### config.mk
export PLATFORM = sky130hd
export DESIGN_NAME = fsb_responder
export DESIGN_NICKNAME = d
export VERILOG_FILES = /design/src/rtl/fsb_responder.sv
export SDC_FILE = /design/constraint.sdc
export NUM_CORES = 1
export LEC_CHECK = 0
export ABC_AREA = 1
export CAP_MARGIN = 20
export CORE_UTILIZATION = 45
export DETAILED_ROUTE_END_ITERATION = 7
export SLEW_MARGIN = 10
export SYNTH_ARGS = -nofsm -noshare
export SYNTH_HDL_FRONTEND = slang
export SYNTH_SLANG_ARGS = --single-unit
### constraint.sdc
create_clock -name clk -period 4.05 [get_ports clk]
set_clock_uncertainty 0.1 [all_clocks]
set_input_delay 1.0125 -clock clk [delete_from_list [all_inputs] [get_ports clk]]
set_output_delay 1.0125 -clock clk [all_outputs]
set_load 0.01 [all_outputs]
### src/rtl/fsb_responder.sv
// fsb_responder: responder end of the single-wire fast serial bus.
// Ports: clk, rst_n, rx_in (pad in), tx_out/tx_oe (pad drive), cycle (bit
// period), rsp_data/rsp_load (response byte), req_data/req_valid, frm_err,
// rsp_done (pulses), busy.
module fsb_responder #(
    parameter int TURN_BITS   = 2,
    parameter int SYNC_STAGES = 2
) (
    input  logic        clk,
    input  logic        rst_n,
    input  logic        rx_in,
    output logic        tx_out,
    output logic        tx_oe,
    input  logic [15:0] cycle,
    input  logic [7:0]  rsp_data,
    input  logic        rsp_load,
    output logic [7:0]  req_data,
    output logic        req_valid,
    output logic        frm_err,
    output logic        rsp_done,
    output logic        busy
);

    typedef enum logic [2:0] {
        IDLE, RX_START, RX_DATA, RX_STOP,
        TURN, TX_START, TX_DATA, TX_STOP
    } state_t;

    state_t state_q, state_d;
    logic [SYNC_STAGES-1:0] sync_q;
    logic        rx_s, rx_prev_q;
    logic [15:0] pl_q, pl_d;
    logic [19:0] cnt_q, cnt_d;
    logic [2:0]  bit_q, bit_d;
    logic [7:0]  rxsh_q, rxsh_d;
    logic [7:0]  txsh_q, txsh_d;
    logic [7:0]  rsp_q, rsp_d;
    logic        pend_q, pend_d;
    logic [7:0]  req_data_q, req_data_d;
    logic        req_valid_q, req_valid_d;
    logic        frm_err_q, frm_err_d;
    logic        rsp_done_q, rsp_done_d;
    logic        tx_out_q, tx_out_d;
    logic        tx_oe_q, tx_oe_d;

    logic [19:0] pl_ext, cnt_inc, turn_lim;
    logic        bit_end;

    assign rx_s     = sync_q[SYNC_STAGES-1];
    assign pl_ext   = {4'd0, pl_q};
    assign cnt_inc  = cnt_q + 20'd1;
    // Counter runs 0..Pl-1, so each bit lasts exactly Pl clocks.
    assign bit_end  = (cnt_q == pl_ext - 20'd1);
    assign turn_lim = 20'(TURN_BITS) * pl_ext;

    always_comb begin
        state_d     = state_q;
        pl_d        = pl_q;
        cnt_d       = cnt_q;
        bit_d       = bit_q;
        rxsh_d      = rxsh_q;
        txsh_d      = txsh_q;
        rsp_d       = rsp_q;
        pend_d      = pend_q;
        req_data_d  = req_data_q;
        req_valid_d = 1'b0;
        frm_err_d   = 1'b0;
        rsp_done_d  = 1'b0;
        tx_out_d    = tx_out_q;
        tx_oe_d     = tx_oe_q;
        if (rsp_load) begin
            rsp_d  = rsp_data;
            pend_d = 1'b1;
        end
        unique case (state_q)
            IDLE: begin
                if (rx_s && !rx_prev_q) begin
                    pl_d    = (cycle < 16'd4) ? 16'd4 : cycle;
                    cnt_d   = '0;
                    state_d = RX_START;
                end
            end
            RX_START: begin
                if (cnt_q == (pl_ext >> 1)) begin
                    cnt_d   = '0;
                    bit_d   = '0;
                    state_d = rx_s ? RX_DATA : IDLE;
                end else begin
                    cnt_d = cnt_inc;
                end
            end
            RX_DATA: begin
                if (bit_end) begin
                    rxsh_d = {rx_s, rxsh_q[7:1]};
                    cnt_d  = '0;
                    bit_d  = bit_q + 3'd1;
                    if (bit_q == 3'd7) state_d = RX_STOP;
                end else begin
                    cnt_d = cnt_inc;
                end
            end
            RX_STOP: begin
                if (bit_end) begin
                    cnt_d = '0;
                    if (!rx_s) begin
                        req_data_d  = rxsh_q;
                        req_valid_d = 1'b1;
                        state_d     = TURN;
                    end else begin
                        frm_err_d = 1'b1;
                        state_d   = IDLE;
                    end
                end else begin
                    cnt_d = cnt_inc;
                end
            end
            TURN: begin
                if (cnt_inc >= turn_lim) begin
                    cnt_d = '0;
                    if (pend_q) begin
                        // Send the byte held before this clock; a load in
                        // this same clock stays pending for the next request.
                        txsh_d   = rsp_q;
                        pend_d   = rsp_load;
                        tx_oe_d  = 1'b1;
                        tx_out_d = 1'b1;
                        state_d  = TX_START;
                    end else begin
                        state_d = IDLE;
                    end
                end else begin
                    cnt_d = cnt_inc;
                end
            end
            TX_START: begin
                if (bit_end) begin
                    cnt_d    = '0;
                    bit_d    = '0;
                    tx_out_d = txsh_q[0];
                    state_d  = TX_DATA;
                end else begin
                    cnt_d = cnt_inc;
                end
            end
            TX_DATA: begin
                if (bit_end) begin
                    cnt_d = '0;
                    if (bit_q == 3'd7) begin
                        tx_out_d = 1'b0;
                        state_d  = TX_STOP;
                    end else begin
                        tx_out_d = txsh_q[1];
                        txsh_d   = {1'b0, txsh_q[7:1]};
                        bit_d    = bit_q + 3'd1;
                    end
                end else begin
                    cnt_d = cnt_inc;
                end
            end
            TX_STOP: begin
                if (bit_end) begin
                    cnt_d      = '0;
                    tx_oe_d    = 1'b0;
                    rsp_done_d = 1'b1;
                    state_d    = IDLE;
                end else begin
                    cnt_d = cnt_inc;
                end
            end
            default: state_d = IDLE;
        endcase
    end

    always_ff @(posedge clk or negedge rst_n) begin
        if (!rst_n) begin
            state_q     <= IDLE;
            sync_q      <= '0;
            rx_prev_q   <= 1'b0;
            pl_q        <= '0;
            cnt_q       <= '0;
            bit_q       <= '0;
            rxsh_q      <= '0;
            txsh_q      <= '0;
            rsp_q       <= '0;
            pend_q      <= 1'b0;
            req_data_q  <= '0;
            req_valid_q <= 1'b0;
            frm_err_q   <= 1'b0;
            rsp_done_q  <= 1'b0;
            tx_out_q    <= 1'b0;
            tx_oe_q     <= 1'b0;
        end else begin
            state_q     <= state_d;
            sync_q      <= {sync_q[SYNC_STAGES-2:0], rx_in};
            rx_prev_q   <= rx_s;
            pl_q        <= pl_d;
            cnt_q       <= cnt_d;
            bit_q       <= bit_d;
            rxsh_q      <= rxsh_d;
            txsh_q      <= txsh_d;
            rsp_q       <= rsp_d;
            pend_q      <= pend_d;
            req_data_q  <= req_data_d;
            req_valid_q <= req_valid_d;
            frm_err_q   <= frm_err_d;
            rsp_done_q  <= rsp_done_d;
            tx_out_q    <= tx_out_d;
            tx_oe_q     <= tx_oe_d;
        end
    end

    assign tx_out    = tx_out_q;
    assign tx_oe     = tx_oe_q;
    assign req_data  = req_data_q;
    assign req_valid = req_valid_q;
    assign frm_err   = frm_err_q;
    assign rsp_done  = rsp_done_q;
    assign busy      = (state_q != IDLE);

endmodule

==> metrics, run 1 <==
setup bufs post-CTS 0; CP top delay family simple AND/OR/NAND/NOR gates; Critical Path Sink Type flip-flop; routed wire length 16800 µm; post-route ant nets 0; Worst R2R Start cnt_q[0]; peak supply drop 0.235 mV; Mapped Cells 852; CTS Buf Count 9; die width 118 µm; CTS max path bufs 2; Nets 928; die area 13800 µm²; status completed; sequence of cells on the critical path ha_1 -> nand3_1 -> nor2_1 -> nand2_1 -> nor2_1 -> xor2_1 -> ha_1 -> nand4_1 -> a21oi_1 -> nor2_1 -> nand2_1 -> nand2_1 -> nand2_1 -> nand2_1 -> nand3_4 -> nand2_2 -> nand2_1 -> nand2_1; port bufs 41; antenna diode count 0; Syn Area/Cell 7.06 µm²; Commonest cells post-synth 243 x nand2_1, 100 x inv_1, 83 x dfrtp_1, 78 x nand3_1, 73 x nor2_1; share of layout cells above drive strength 1 7.80%; area share of the largest cell type after synthesis 34.5%; Core Box Area 12800 µm²; total number of vias 5811; reg2reg setup slack 0.42 ns; Placement Setup Slack 0.513 ns; vias in the first global route 5617; CP Launch Type flip-flop; Power Dens Cells 564 nW/µm²; slowest CP cell dfrtp_1; Tcrit/Tclk final 89.6%; first-pass GRT wire length 28400 µm; Max Cap Violations 0; fin crit period 3.63 ns; Routed WL per cell 15.9 µm; Max Slew Vio Count 0; CP Buf/Inv Count 0; Placer Congestion 0.955; synthesized net count 900; largest area contributor in the netlist dfrtp_1; gr usage total 25.6%; Hold WC Path Type flip-flop to flip-flop; worst r2r path cells 18; ys async rst share 100%; EDFF count, synth 0; post-synthesis cell area 6020 µm²; critical path peak fanout 17; Crit path required time 4.24 ns; Detailed Route Iter0 Violations 535; Area Growth Syn to Fin 13.9%; CTS-repair resized insts 0; # IOs 42; Hold Path Sink sync_q[1]; htree depth 3; row count 41; FF-to-FF End txsh_q[2]; final hold vios 0; Worst path most repeated cell nand2_1; Worst Hold Launch sync_q[0]; register area share after synthesis 34.5%; Critical Path Max Stage Delay 0.53 ns; type of the worst setup path flip-flop to flip-flop; Warnings, synthesis 0; most common cell in the synthesized netlist nand2_1; drt via density 5.50; Clk Latency, worst-skew pair 0.35 ns; WHS Path Cells 0; drt drc 0; CTS tree done; Rel. slew slack 33.5%; Yosys reg bits 83; CP arrival 3.82 ns; Area contributors post-synth dfrtp_1 35%, nand2_1 15%, nand3_1 6.5%; setup ws final 0.420 ns; Post-Route Setup TNS 0 ns; CTS Sinks 83; die height 118 µm; DRT Pass-1 Iters 5; clk slew on worst S/H paths 0.06 ns; setup violators final 0; Achievable Freq 275 MHz; Top FF cell, synth dfrtp_1; Post-CTS Hold Fix Bufs 0; synth unique cells 45; Root Buffer clkbuf_16; GRT Residual Overflow 0; Initial Utilization 46.9%; leakage power 3.39 nW; Tot Pwr 3.86 mW; RSZ-0062 raised after global routing no; Worst-Margin Slew 0.998 ns; FILL cells 1249; initial antenna violation count 0; DP HPWL 12600 µm; largest net degree at the start of global routing 84; Worst path depth 18
cells by family after synthesis:
kind of cell / Yosys count / share of synthesized area, %
muxes: 1 / 0.187
xor gates and xnor gates: 32 / 4.89
AOI/OAI and AO/OA: 77 / 7.43
buffers and inverters: 135 / 9.34
adders and majority gates: 20 / 4.16
and+or+nand+nor: 504 / 39.5
DFF: 83 / 34.5
report_power, final:
group | switching, mW | internal, mW
Combinational | 1.17 | 0.591
Clock | 0.373 | 0.487
Sequential | 0.247 | 0.996
layout make-up:
cell class	instances	area (µm²)	share of cell area (%)
clock buffers	10	229	3.34
clock inverters	6	72.6	1.06
inverters	104	390	5.70
multi-input cells	634	3390	49.4
flip-flops and latches	83	2080	30.3
well taps	172	215	3.14
repair buffers	48	480	7.01
flip-flops by register name (all words and copies together), names as in the netlist, 2 cells and up:
register,count
pl_q,16
rxsh_q,8
state_q,3
txsh_q,8
rsp_q,8
req_data,8
cnt_q,20
sync_q,2
bit_q,3
per-stage QoR:
stage | instances | util [%] | instance area [µm²] | hold WS (ns)
after floorplan | 852 | - | 6020 | 0.231
after global placement | 1040 | 50.8 | 6520 | 0.238
after detailed placement | 1040 | 50.8 | 6520 | 0.238
after CTS | 1056 | 53.2 | 6820 | 0.254
after global routing | 1057 | 53.4 | 6850 | 0.271
final | 1057 | 53.4 | 6850 | 0.250
worst max-delay path by stage:
stage | slack (ns) | start | to
final | 0.42 | cnt_q[0] | txsh_q[2]
after global routing | 0.07 | cnt_q[0] | txsh_q[1]
after CTS | 0.49 | cnt_q[0] | txsh_q[2]
after detailed placement | 0.51 | cnt_q[0] | txsh_q[2]
after global placement | 0.55 | cnt_q[0] | txsh_q[6]
after floorplan | 1.11 | cnt_q[1] | cnt_q[10]
routing by layer:
metal  global-route usage, %  up-vias  part of all wire, %
met5                       0        -                    0
met3                    5.18       20                  7.7
met4                    7.13        0                  1.4
li1                        -     2835                    -
met2                    38.2      214                   42
met1                    37.4     2742                   49
worst register-to-register path, stage by stage, from the launching register on:
cell	delay, ns
dfrtp_1	0.53
ha_1	0.30
nand3_1	0.13
nor2_1	0.31
nand2_1	0.12
nor2_1	0.17
xor2_1	0.31
ha_1	0.30
nand4_1	0.14
a21oi_1	0.06
nor2_1	0.09
nand2_1	0.06
nand2_1	0.06
nand2_1	0.05
nand2_1	0.22
nand3_4	0.25
nand2_2	0.22
nand2_1	0.07
nand2_1	0.07
cell usage in the layout, fill, tap and decap left out, types with 3 or more instances in the layout:
cell type | Yosys | routed
a21oi_1 | 8 | 8
buf_4 | 1 | 7
clkbuf_16 | 0 | 9
clkdlybuf4s50_1 | 0 | 40
dfrtp_1 | 83 | 83
ha_1 | 20 | 20
inv_1 | 100 | 100
inv_2 | 4 | 4
nand2_1 | 243 | 243
nand2_2 | 12 | 12
nand2_4 | 3 | 3
nand3_1 | 78 | 78
nand3b_1 | 4 | 4
nand4_1 | 54 | 54
nor2_1 | 73 | 73
nor2_2 | 9 | 9
nor2_4 | 3 | 3
nor2_8 | 4 | 4
nor3_1 | 11 | 10
nor3_2 | 2 | 3
nor4_1 | 3 | 3
o211ai_1 | 3 | 3
o21a_1 | 8 | 8
o21ai_0 | 43 | 42
o21ai_2 | 2 | 3
o22ai_1 | 4 | 4
xnor2_1 | 7 | 7
xor2_1 | 24 | 24
(Power assumes the default switching activity.)
==> inputs of run 2 (changes only) <==
--- a/config.mk
+++ b/config.mk
@@ -7,8 +7,10 @@
 export LEC_CHECK = 0
 export ABC_AREA = 1
 export CAP_MARGIN = 20
+export CORE_MARGIN = 5
 export CORE_UTILIZATION = 45
 export DETAILED_ROUTE_END_ITERATION = 7
+export SKIP_LAST_GASP = 1
 export SLEW_MARGIN = 10
 export SYNTH_ARGS = -nofsm -noshare
 export SYNTH_HDL_FRONTEND = slang
==> run 2 against run 1 <==
Cell count up 0.66%. Register-to-register slack better by 0.08 ns. Clock-buffer cell count down 1. Core utilization down 1.5 points. Wire length up 1.5%. Combinational power about the same. Flip-flop and latch count unchanged. Critical path depth unchanged. Sequential power about the same. Power down 1.3%. Critical path type unchanged. Critical endpoint is now txsh_q[1]. Largest cell class unchanged. Highest routed layer unchanged.
==> metrics, run 2 (synthesis results as in run 1) <==
status completed; Largest register FFs 20; Critical Path Max Stage Delay 0.53 ns; RSZ-0062 raised after global routing no; peak supply drop 0.274 mV; CTS Buf Count 9; Power Dens Cells 557 nW/µm²; Post-Route Setup TNS 0 ns; DP HPWL 12900 µm; type of the worst setup path flip-flop to flip-flop; Max Cap Violations 0; Biggest register cnt_q; Post-CTS Hold Fix Bufs 0; largest net degree at the start of global routing 74; sequence of cells on the critical path ha_1 -> nand3_1 -> nor2_1 -> nand2_1 -> nor2_1 -> xor2_1 -> ha_1 -> nand4_1 -> a21oi_1 -> nor2_1 -> nand2_1 -> nand2_1 -> nand2_1 -> nand2_1 -> nand3_4 -> nand2_2 -> nand2_1 -> nand2_1; row count 42; area of the multi-input gates 3380 µm²; fin crit period 3.55 ns; post-route ant nets 0; P_int 2.02 mW; DRT Pass-1 Iters 5; setup bufs post-CTS 0; CP Launch Type flip-flop; Flop pwr share 32.3%; Clk Latency, worst-skew pair 0.36 ns; Non-Filler Instances 1064; Root Buffer clkbuf_16; die height 126 µm; htree depth 3; Worst path most repeated cell nand2_1; Core Box Area 13200 µm²; CTS tree done; share of layout cells above drive strength 1 8.11%; total number of vias 5796; CTS-repair resized insts 0; critical path peak fanout 17; Max Slew Vio Count 0; Largest regs cnt_q x20, pl_q x16; die area 15800 µm²; antenna diode count 0; Worst-Margin Slew 0.960 ns; Rel. slew slack 36.0%; placed cell count 1048; Routed WL per cell 16.0 µm; first-pass GRT wire length 27800 µm; setup violators final 0; Detailed Route Iter0 Violations 625; CP top delay family simple AND/OR/NAND/NOR gates; most frequent cells in the layout 243 x nand2_1, 100 x inv_1, 83 x dfrtp_1; Tcrit/Tclk final 87.7%; Psw 1.79 mW; Placer Congestion 0.912; routed wire length 17000 µm; flip-flop and latch area 2080 µm²; Critical Path Sink Type flip-flop; gr usage total 21.7%; CP arrival 3.75 ns; initial antenna violation count 0; final hold vios 0; Initial Utilization 45.6%; Nets 931; Hold WC Path Type flip-flop to flip-flop; port bufs 41; drt via density 5.45; drt drc 0; CP Buf/Inv Count 0; Crit path required time 4.24 ns; FILL cells 1251; clock power share 21.8%; die width 126 µm; CTS max path bufs 2; leading cell type in the layout, fill and taps excluded nand2_1; Comb power frac 45.9%; Sw Share 46.9%; # IOs 42; Achievable Freq 281 MHz; CTS Sinks 83; clk slew on worst S/H paths 0.07 ns; Area Growth Syn to Fin 13.9%; GRT Residual Overflow 0; leakage power 3.38 nW; slowest CP cell dfrtp_1; vias in the first global route 5485
## run 2: cell count changes in the layout (fill, tap and decap cells not counted)
| cell | before | now |
|---|---|---|
| clkinv_2 | 1 | 0 |
| o21ai_2 | 3 | 2 |
| o21ai_1 | 1 | 2 |
| inv_6 | 2 | 1 |
| inv_8 | 1 | 2 |
| clkinv_8 | 0 | 1 |
| clkbuf_1 | 1 | 0 |
| buf_4 | 7 | 11 |
| bufinv_16 | 1 | 0 |
| buf_16 | 1 | 0 |
| clkinvlp_4 | 0 | 2 |
## run 2: final timing paths
kind	endpoint	slack [ns]	cells after the start	from
setup / recovery	txsh_q[1]	0.50	18	cnt_q[0]
hold / removal	sync_q[1]	0.25	0	sync_q[0]
setup reg to reg	txsh_q[1]	0.50	18	cnt_q[0]
hold reg to reg	sync_q[1]	0.25	0	sync_q[0]
max in group asynchronous	pl_q[2]	2.44	2	rst_n
min in group asynchronous	cnt_q[11]	0.68	1	rst_n
## run 2: power groups by stage
stage | registers [mW] | logic [mW] | clock network, mW
2_1_floorplan | 1.15 | 1.30 | 0
3_3_place_gp | 1.24 | 1.69 | 0
3_5_place_dp | 1.24 | 1.73 | 0
4_1_cts | 1.23 | 1.74 | 0.853
5_1_grt | 1.26 | 1.97 | 0.882
6_report | 1.23 | 1.75 | 0.830
## run 2: worst reg2reg max path, delay by kind of cell, from the launching register on
family,cells,cell delay (ns)
AO/OA/AOI/OAI,1,0.05
XOR/XNOR,1,0.31
adder cells (fa/ha/maj),2,0.59
flip-flops,1,0.53
AND/OR/NAND/NOR,14,1.94
## run 2: layout make-up
type	count	share of cell area [%]
Tap cell	176	3.22
Clock inverter	7	1.04
Multi-Input combinational cell	634	49.4
Clock buffer	9	3.29
Timing Repair Buffer	51	7.05
Inverter	104	5.70
Sequential cell	83	30.3
## run 2: through the flow
stage | util [%] | instance area, µm² | setup WS [ns] | power (mW) | hold WS [ns]
6_report | 51.9 | 6850 | 0.498 | 3.81 | 0.253
5_1_grt | 51.9 | 6850 | 0.226 | 4.11 | 0.258
4_1_cts | 51.9 | 6850 | 0.539 | 3.82 | 0.255
3_5_place_dp | 49.7 | 6550 | 0.570 | 2.97 | 0.238
3_3_place_gp | 49.7 | 6550 | 0.710 | 2.93 | 0.236
2_1_floorplan | - | 6020 | 1.11 | 2.46 | 0.231
## run 2: metal layers
layer / track usage [%] / wire, µm
met1: 31.4 / 8130
met2: 32.5 / 7340
met3: 4.40 / 1230
met4: 7.14 / 329
met5: 0 / 0
==> inputs of run 3 (changes only) <==
--- a/config.mk
+++ b/config.mk
@@ -7,9 +7,10 @@
 export LEC_CHECK = 0
 export ABC_AREA = 1
 export CAP_MARGIN = 20
-export CORE_MARGIN = 5
+export CORE_MARGIN = 2
 export CORE_UTILIZATION = 45
 export DETAILED_ROUTE_END_ITERATION = 7
+export SETUP_SLACK_MARGIN = 0.5
 export SKIP_LAST_GASP = 1
 export SLEW_MARGIN = 10
 export SYNTH_ARGS = -nofsm -noshare
==> run 3 against run 2 <==
Combinational power barely moved. Largest cell class unchanged. Non-clock buffer count down 1. Clock-buffer cell count did not move. Design area rose by 0.20%. Critical path type unchanged. Hold slack better by 0.0031 ns. Critical endpoint is now txsh_q[3]. Via count down 0.28%.
==> metrics, run 3 (synthesis results as in run 1) <==
htree depth 3; Detailed Route Iter0 Violations 569; setup ws final 0.810 ns; Initial Utilization 45.8%; Core Box Area 13100 µm²; leading cell type in the layout, fill and taps excluded nand2_1; total number of vias 5780; CP arrival 3.43 ns; type of the worst setup path flip-flop to flip-flop; CTS tree done; drt via density 5.44; routed wire length 16800 µm; Worst-Margin Slew 0.924 ns; post-route ant nets 0; Clk Latency, worst-skew pair 0.36 ns; Routed WL per cell 15.8 µm; Power Dens Cells 552 nW/µm²; initial antenna violation count 0; clk slew on worst S/H paths 0.07 ns; # IOs 42; Largest regs cnt_q x20, pl_q x16; most frequent cells in the layout 242 x nand2_1, 100 x inv_1, 79 x dfrtp_1; Critical Path Sink Type flip-flop; die width 120 µm; Root Buffer clkbuf_16; CTS-repair resized insts 0; die area 14300 µm²; Max Slew Vio Count 0; DRT Pass-1 Iters 5; Max Cap Violations 0; Largest register FFs 20; leakage power 3.37 nW; gr usage total 24.5%; fin crit period 3.24 ns; die height 120 µm; GR Util met3 4.99%; setup bufs post-CTS 0; FILL cells 1317; CTS Buf Count 9; critical path peak fanout 17; setup violators final 0; vias in the first global route 5333; GRT Residual Overflow 0; Nets 930; routing usage on met2 35.6%; Rel. slew slack 38.2%; final hold vios 0; Post-Route Setup TNS 0 ns; Biggest register cnt_q; peak supply drop 0.249 mV; drt drc 0; Crit path required time 4.24 ns; CTS Sinks 83; Placer Congestion 0.973; Placement Setup Slack 0.532 ns; status completed; RSZ-0062 raised after global routing no; met1 Track Usage GR 36.6%; antenna diode count 0; Post-CTS Hold Fix Bufs 0; CTS max path bufs 2; largest net degree at the start of global routing 43; share of layout cells above drive strength 1 9.13%; CP Launch Type flip-flop; port bufs 41; Tcrit/Tclk final 80.0%; Achievable Freq 309 MHz; busiest grt layer met1; Hold WC Path Type flip-flop to flip-flop; DP HPWL 12800 µm; Area Growth Syn to Fin 14.1%; first-pass GRT wire length 27600 µm; row count 42
==> run 3: final timing paths <==
check	startpoint	end	slack [ns]	depth (start not counted)
hold reg to reg	sync_q[0]	sync_q[1]	0.26	0
setup reg to reg	cnt_q[0]	txsh_q[3]	0.81	17
setup / recovery	cnt_q[0]	txsh_q[3]	0.81	17
max in group asynchronous	rst_n	cnt_q[0]	2.47	2
hold / removal	sync_q[0]	sync_q[1]	0.26	0
min in group asynchronous	rst_n	cnt_q[13]	0.57	1
==> run 3: power breakdown <==
part / leakage, nW / internal (mW) / switching [mW]
Clock: 0.135 / 0.425 / 0.377
Combinational: 2.16 / 0.592 / 1.15
Sequential: 1.08 / 0.999 / 0.251
Total: 3.37 / 2.02 / 1.77
==> run 3: per-layer routing <==
layer,share of wire [%],wire (µm),vias to the layer above
li1,-,-,2842
met1,49,8180,2728
met2,42,7130,191
met3,7.2,1220,19
met4,1.8,301,0
met5,0,0,-
==> run 3: final cells by class <==
type	count	area (µm²)	area share, %
inverters	104	390	5.69
multi-input cells	634	3410	49.7
clock inverters	7	57.6	0.839
flip-flops and latches	83	2080	30.3
clock buffers	9	225	3.28
repair buffers	50	475	6.93
well taps	176	220	3.21
==> run 3: stage by stage <==
stage / power (mW) / std cells / utilization (%) / hold WS, ns / area, µm²
6_report: 3.79 / 1063 / 52.2 / 0.256 / 6860
4_1_cts: 3.78 / 1063 / 52.0 / 0.258 / 6830
2_1_floorplan: 2.46 / 852 / - / 0.231 / 6020
5_1_grt: 4.10 / 1063 / 52.2 / 0.266 / 6860
3_3_place_gp: 2.95 / 1047 / 49.8 / 0.234 / 6550
3_5_place_dp: 2.97 / 1047 / 49.8 / 0.242 / 6550
==> run 3: worst max-delay path: stages, from the launching register on <==
cell,delay (ns)
dfrtp_2,0.45
ha_1,0.26
nand3_1,0.15
nor2_2,0.21
nand2_1,0.11
nor2_1,0.14
nand2_1,0.08
xor2_1,0.20
ha_1,0.21
a21oi_1,0.12
nor2_1,0.06
a211oi_1,0.21
nand2_1,0.12
nand2_2,0.18
nand3_4,0.23
nand2_2,0.22
nand2_1,0.07
nand2_1,0.06
